[src/rtl/ckt_core.sv]
// Six-input gate-level benchmark cone with registered inputs and a single
// stuck-at fault injector for fault-simulation flows.
module ckt_core #(
  parameter int unsigned OUTPUT_REG = 0
) (
  input  logic       clk,
  input  logic       rst_n,
  input  logic       a,
  input  logic       b,
  input  logic       c,
  input  logic       d,
  input  logic       e,
  input  logic       f,
  input  logic       fault_en,
  input  logic [3:0] fault_sel,
  input  logic       fault_val,
  output logic       y
);

  logic ra, rb, rc, rd, re, rf;

  always_ff @(posedge clk or negedge rst_n) begin
    if (!rst_n) begin
      {ra, rb, rc, rd, re, rf} <= 6'b0;
    end else begin
      {ra, rb, rc, rd, re, rf} <= {a, b, c, d, e, f};
    end
  end

  // One-hot fault site; indices 14 and 15 decode to nothing.
  logic [13:0] faultHit;

  always_comb begin
    faultHit = '0;
    for (int i = 0; i < 14; i++) begin
      faultHit[i] = fault_en && (fault_sel == 4'(i));
    end
  end

  logic sa, sb, sc, sd, se, sf;
  logic n1, n2, n3, n4, n5, n6, n7, yc;

  // Each net is overridden at its driver so every fanout sees the stuck value.
  always_comb begin
    sa = faultHit[0]  ? fault_val : ra;
    sb = faultHit[1]  ? fault_val : rb;
    sc = faultHit[2]  ? fault_val : rc;
    sd = faultHit[3]  ? fault_val : rd;
    se = faultHit[4]  ? fault_val : re;
    sf = faultHit[5]  ? fault_val : rf;
    n1 = faultHit[6]  ? fault_val : ~(sa & sb);
    n2 = faultHit[7]  ? fault_val : ~(sc | sd);
    n3 = faultHit[8]  ? fault_val : (se & sf);
    n4 = faultHit[9]  ? fault_val : (n1 | n2);
    n5 = faultHit[10] ? fault_val : ~(n2 & n3);
    n6 = faultHit[11] ? fault_val : (n4 & n5);
    n7 = faultHit[12] ? fault_val : ~(n1 | n3);
    yc = faultHit[13] ? fault_val : (n6 | n7);
  end

  if (OUTPUT_REG != 0) begin : gen_out_reg
    logic yQ;

    always_ff @(posedge clk or negedge rst_n) begin
      if (!rst_n) begin
        yQ <= 1'b0;
      end else begin
        yQ <= yc;
      end
    end

    assign y = yQ;
  end else begin : gen_out_comb
    assign y = yc;
  end

endmodule

[config.mk]
export PLATFORM = sky130hd
export DESIGN_NAME = ckt_core
export DESIGN_NICKNAME = d
export VERILOG_FILES = /design/src/rtl/ckt_core.sv
export SDC_FILE = /design/constraint.sdc
export NUM_CORES = 1
export LEC_CHECK = 0
export ABC_AREA = 0
export CAP_MARGIN = 15
export CORE_AREA = 10 10 47 49
export CTS_CLUSTER_DIAMETER = 40
export DETAILED_ROUTE_END_ITERATION = 12
export DIE_AREA = 0 0 57 59
export PLACE_DENSITY_LB_ADDON = 0.25
export SYNTH_ARGS = -nofsm -noshare
export SYNTH_HDL_FRONTEND = slang
export SYNTH_SLANG_ARGS = --single-unit
[constraint.sdc]
create_clock -name clk -period 4.8 [get_ports clk]
set_clock_uncertainty 0.1 [all_clocks]
set_input_delay 0.72 -clock clk [delete_from_list [all_inputs] [get_ports clk]]
set_output_delay 0.72 -clock clk [all_outputs]
set_load 0.02 [all_outputs]
Word-level counts from Yosys, hierarchy flattened
Index checks and enable logic that the tools add are counted.
- register bits: 6
- latch bits: 0
- bits in writable memories: 0
- bits in read-only memories: 0
- input bits: 14
- word-level logic and storage cells: 60
- memories kept: 0
- $add $sub $neg: 0
- multipliers: 0
- div/mod/pow operators: 0
- order comparisons: 0
- equal/unequal tests: 13
- shifts and indexed selects: 0
- mux-type cells: 14
- bitwise gates (word level): 12
- reductions and logical operators: 15
- operators by type and width (kind ; count):
    $eq A4 B4 Y1 const B ; 6
    $eq A4 B3 Y1 const B ; 4
    $logic_and A1 B1 Y1 ; 14
    $mux W1 ; 14
    $eq A4 B2 Y1 const B ; 2
    $and A1 B1 Y1 ; 4
    $eq A4 B1 Y1 const B ; 1
    $logic_not A4 Y1 ; 1
    $not A1 Y1 ; 4
    $or A1 B1 Y1 ; 4

Longest topological paths before layout
Gate-level depths: netlist of the first run.
- depth after elaboration: 13
- mapped depth: 6

Worst setup path after synthesis of the first run
Ideal clock, no wire load.
- path type: input -> output
- start point: input fault_sel[0]
- end point: output y
- data arrival time: 1835 ps
- path slack: 2145 ps
- cell stages on the path: 6
- path buffers: 1
- cell sequence: buf_6 nor4b_2 a21oi_1 or3_4 o211ai_2 o211ai_2
- cells in the longest elaborated chain, start to end: 13
- elaborated cells between the ends (all ways): 54
- RTL lines (item ; line ; RTL):
    start: declaration ; 15 ; input logic [3:0] fault_sel,
    $eq A4 B2 Y1 ; 36 ; faultHit[i] = fault_en && (fault_sel == 4'(i));
    $logic_and A1 B1 Y1 ; 36 ;
    $mux W1, on equally long branches ; 47, 48 ;
    $or A1 B1 Y1 ; 52 ; n2 = faultHit[7] ? fault_val : ~(sc | sd);
    $not A1 Y1 ; 52 ;
    $mux W1 ; 52 ;
    $and A1 B1 Y1 ; 55 ; n5 = faultHit[10] ? fault_val : ~(n2 & n3);
    $not A1 Y1 ; 55 ;
    $mux W1 ; 55 ;
    $and A1 B1 Y1 ; 56 ; n6 = faultHit[11] ? fault_val : (n4 & n5);
    $mux W1 ; 56 ;
    $or A1 B1 Y1 ; 58 ; yc = faultHit[13] ? fault_val : (n6 | n7);
    $mux W1 (*) ; 58 ;
    end: declaration ; 17 ; output logic y
Mark *: on every way between the ends. The rest lies on a longest branch, timed or not.

Worst setup path after layout of the first run
- start point: input fault_sel[2]
- end point: output y
The elaborated chain is that of the path after synthesis.

==> impl_results.md, run 1 <==
* CTS tree: yes
* Wire per inst at approximately 15 µm
* RSZ-0062 raised after global routing: false
* CTS buffer count at 3
* Seq/Total Area, Yosys at 26.4%
* Iteration-0 DRC count of the detailed router at 9
* Final Critical Period at 3950 ps
* Htree depth at 1
* Ys flop type: dfrtp_1
* DRT antenna net count at 0
* Hold Path Class: primary input to async pin
* Async SR Flop Fraction at 100%
* Worst slew pin tran at roughly 500 ps
* Fillers at around 140
* Leakage at around 0.26 nW
* Setup TNS at 0 ps
* Crit. End Element: output pin
* Die width at 57 µm
* Critical path startpoint: fault_sel[2]
* Worst slew margin relative to its limit at between 60% and 70%
* Total track usage at 7.88%
* Post-Layout Cell Count at 90
* Most common cell after layout, fill and taps aside: clkdlybuf4s50_1
* DR vias at 540
* Slew Limit Fails at 0
* Setup violators final at 0
* Largest net degree at the start of global routing at 17
* Initial antenna violation count at 0
* DP HPWL at ~1100 µm
* Rows at 14
* Setup Buffers After CTS at 0
* Antenna diodes at 0
* Critical path's top delay family: buffers and inverters
* Most common cell on crit path: clkdlybuf4s50_1
* WP buf/inv at 2
* CP arrival at 3130 ps
* Grt ovf at 0
* PnR Total Power at 0.144 mW
* DRT Wirelength at 1360 µm
* Cts hold-fix bufs at 0
* Status: finished clean
* Synthesized area per cell at 9.49 µm²
* Post_cts resized at 0
* DRC viols at 0
* Number of synthesized flops with an enable pin at 0
* Routability-driven placement congestion ratio at 0.772
* Hold_ws at a little over 600 ps
* Peak VDD IR at 117 µV
* Count of cell types in the netlist at 33
* Most frequent cells in the layout: clkdlybuf4s50_1, a21oi_1, dfrtp_1
* CP Class: primary input to output pin
* Pre-antenna DRT Iters at 4
* Worst-path cell chain: clkdlybuf4s50_1, or4b_1, a21oi_1, or3_4, o31ai_1, o211ai_2, clkdlybuf4s50_1
* Root buf cell: clkbuf_4
* P per Cell Area at 199 nW/µm²
* Startpoint types: primary input
* Core ar. at 1400 µm²
* Syn Nets at 74
* Hold Vio Cnt, Final at 0
* Port bufs at 14
* I/O pins at 15
* Storage element area at between 150 and 200 µm²
* Maximum clock path buffer count at 2
* Critical path's largest stage delay at around 650 ps
* Die H at 59 µm
* Nets@finish at 90
* Worst-path clk slew at ~40 ps
* Final worst-path cycle share at 82.3%
* CP required at roughly 4000 ps
* Seq cells post-synth at 6
* Initial core utilization at between 40% and 50%
* Cells after Synth at 60
* Max FO, Critical Path at 16
* Multi-input logic area at 388 µm²
* DR vias/cell at 6.00
* Max Freq at 253 MHz
* Max Cap Viol at 0
* Cell area after technology mapping at 569 µm²
* Share of layout cells above drive strength 1 at 14.9%
* Layout area overhead at 27.3%
* DIE AREA at 3360 µm²
* Inst Count DP at 87
* Synth warn at 0
* Global-route wire length before repair at 2240 µm
* Vias in the first global route at about 540
* CTS sink cnt at 6
* Slowest stage cell, crit path: clkdlybuf4s50_1
[synthesized netlist by cell type, types with 2 or more instances]
master	number	area [µm²]
nor3_1	2	10.0
nor2b_1	2	12.5
nor2_1	2	7.51
a21oi_1	7	35.0
o32ai_1	3	26.3
o211ai_2	3	37.5
nand2_1	4	15.0
o21ai_0	2	10.0
nand2b_1	5	31.3
dfrtp_1	6	150
buf_6	2	22.5
[metrics by stage]
step           util, %  cell area [µm²]  setup slack (ps)
3_3_place_gp      50.1              702               871
6_report          51.7              724               848
2_1_floorplan        -              569              2150
5_1_grt           51.7              724               744
4_1_cts           51.7              724               850
3_5_place_dp      50.1              702               853
[area by class of cell]
type,instances,share of cell area (%)
multi-input cells,50,53.5
flip-flops and latches,6,20.7
repair buffers,14,19.3
clock buffers,3,3.11
well taps,16,2.76
inverters,1,0.518
[worst max path at each step]
| stage | endpoint | slack [ps] | depth (start not counted) |
|---|---|---|---|
| 5_1_grt | y | 740 | 7 |
| 3_3_place_gp | y | 870 | 7 |
| 4_1_cts | y | 850 | 7 |
| 6_report | y | 850 | 7 |
| 2_1_floorplan | y | 2150 | 6 |
| 3_5_place_dp | y | 850 | 7 |
[routing by layer]
| layer | vias up | global-route usage, % | wire length [µm] |
|---|---|---|---|
| met5 | - | 0 | 0 |
| met4 | 0 | 3.02 | 0 |
| met3 | 0 | 1.72 | 78 |
| met2 | 20 | 14.6 | 739 |
| met1 | 254 | 8.47 | 540 |
| li1 | 266 | - | - |
[registers in the layout (all words and copies together), names as in the netlist]
| register | flops |
|---|---|
| ra | 1 |
| rb | 1 |
| rc | 1 |
| rd | 1 |
| re | 1 |
| rf | 1 |
[power by group]
part           internal (mW)  switching, mW  total [mW]
registers             0.0534        0.00177      0.0552
clock network         0.0281         0.0152      0.0433
logic                 0.0233         0.0225      0.0458
[kinds of logic (layout without fill, tap and decap cells)]
family	Yosys count	count (layout)	share of synthesized area [%]
AOI/OAI and AO/OA	22	22	33.2
DFF	6	6	26.4
buffers and inverters	4	18	5.49
muxes	1	1	1.76
and+or+nand+nor	27	27	33.2
Power figures use the tool's default switching activity.
==> inputs of run 2 (changes only) <==
clock period = 3.7 ns   (was 4.8 ns; I/O delays follow)
==> impl_results.md, run 2 (synthesis results as in run 1) <==
* Status: finished clean
* RSZ-0062 raised after global routing: false
* Vias in the first global route at 570
* Post-place setup slack at about 210 ps
* Setup violators final at 0
* Worst-path clk slew at 40 ps
* Fillers at 135
* Max Freq at 287 MHz
* Max Cap Viol at 0
* CTS buffer count at 3
* Setup Buffers After CTS at 0
* Critical path startpoint: fault_sel[1]
* Routability-driven placement congestion ratio at 0.844
* Core ar. at between 1000 and 1500 µm²
* Final WS setup at 213 ps
* DRT antenna net count at 0
* Final Critical Period at approximately 3500 ps
* Peak VDD IR at 145 µV
* Setup TNS at 0 ps
* Critical path's top delay family: buffers and inverters
* DIE AREA at 3360 µm²
* Largest net degree at the start of global routing at 10
* CTS sink cnt at 6
* Worst-path cell chain: clkdlybuf4s50_1, buf_4, nand3b_2, a2111oi_4, a221o_1, o211ai_2, o211ai_2, clkdlybuf4s50_1
* Multi-input logic area at approximately 390 µm²
* I/O pins at 15
* CP arrival at 2830 ps
* Root buf cell: clkbuf_4
* CP Class: primary input to output pin
* Pre-antenna DRT Iters at 4
* Die H at slightly below 60 µm
* Post_cts resized at 0
* Slew Limit Fails at 0
* Hold Vio Cnt, Final at 0
* Final worst-path cycle share at 94.2%
* Grt ovf at 0
* Inst Count DP at 91
* Hold_ws at 447 ps
* Max FO, Critical Path at 8
* Layout area overhead at 32.5%
* Iteration-0 DRC count of the detailed router at 14
* Total track usage at 8.56%
* Wire per inst at 14.6 µm
* Antenna diodes at 0
* Rows at 14
* WP buf/inv at 3
* P per Cell Area at ~250 nW/µm²
* Crit. End Element: output pin
* Storage element area at 150 µm²
* DRC viols at 0
* Startpoint types: primary input
* Die width at 57 µm
* CP required at 3040 ps
* Global-route wire length before repair at 2350 µm
* Share of layout cells above drive strength 1 at 19.2%
* CTS tree: yes
* Worst Setup EP: y
* Worst slew margin relative to its limit at 76.3%
* Slowest stage cell, crit path: clkdlybuf4s50_1
* Critical Path Stages at 8
* Htree depth at 1
* Most common cell after layout, fill and taps aside: clkdlybuf4s50_1
* Post-Layout Cell Count at between 90 and 100
* DR vias/cell at 5.88
* Hold Path Class: primary input to async pin
* Cts hold-fix bufs at 0
* DR vias at 553
* Most frequent cells in the layout: clkdlybuf4s50_1, a21oi_1, dfrtp_1
* Worst slew pin tran at about 350 ps
* DRT Wirelength at 1380 µm
* Maximum clock path buffer count at 2
* Initial antenna violation count at 0
* Leakage at 0.280 nW
* DP HPWL at about 1200 µm
* Port bufs at 14
* Critical path's largest stage delay at 620 ps
* Initial core utilization at 40.6%
* Nets@finish at 94
==> run 2: cell types whose count changed in the layout (fill, tap and decap cells not counted) <==
cell   delta
buf_4     +4
==> run 2: worst min path at each step <==
stage          startpoint  cells after the start  end  slack, ps
3_5_place_dp        rst_n                      1   rc        710
2_1_floorplan       rst_n                      0   ra        160
5_1_grt             rst_n                      1   rf        450
4_1_cts             rst_n                      1   rc        440
3_3_place_gp        rst_n                      1   rd        700
6_report            rst_n                      1   rc        450
==> run 2: area by class of cell <==
type	instances	share of cell area [%]
inverters	1	0.498
clock buffers	3	2.99
flip-flops and latches	6	19.9
well taps	16	2.65
multi-input cells	50	51.4
repair buffers	18	22.6
==> run 2: through the flow <==
stage / total power, mW / instance area, µm² / util, %
after floorplan: 0.107 / 569 / -
after global placement: 0.134 / 732 / 52.2
after detailed placement: 0.135 / 732 / 52.2
after CTS: 0.196 / 754 / 53.8
after global routing: 0.207 / 754 / 53.8
final: 0.191 / 754 / 53.8
==> run 2: metal layers <==
layer	track usage (%)	wire [µm]
met1	7.71	543
met2	16.3	750
met3	3.22	83
met4	4.36	0
met5	0	0
==> run 2: power breakdown <==
group,switching [mW],total (mW),internal (mW)
Sequential,0.00213,0.0714,0.0693
Combinational,0.0295,0.0625,0.0330
Clock,0.0205,0.0570,0.0365
Total,0.0522,0.191,0.139
==> inputs of run 3 (changes only) <==
ABC_AREA = unset   (was 0)
SLEW_MARGIN = 40   (was unset)
==> results of run 3 <==
Same layout as run 2: the final DEF is identical, and so are final timing and power.
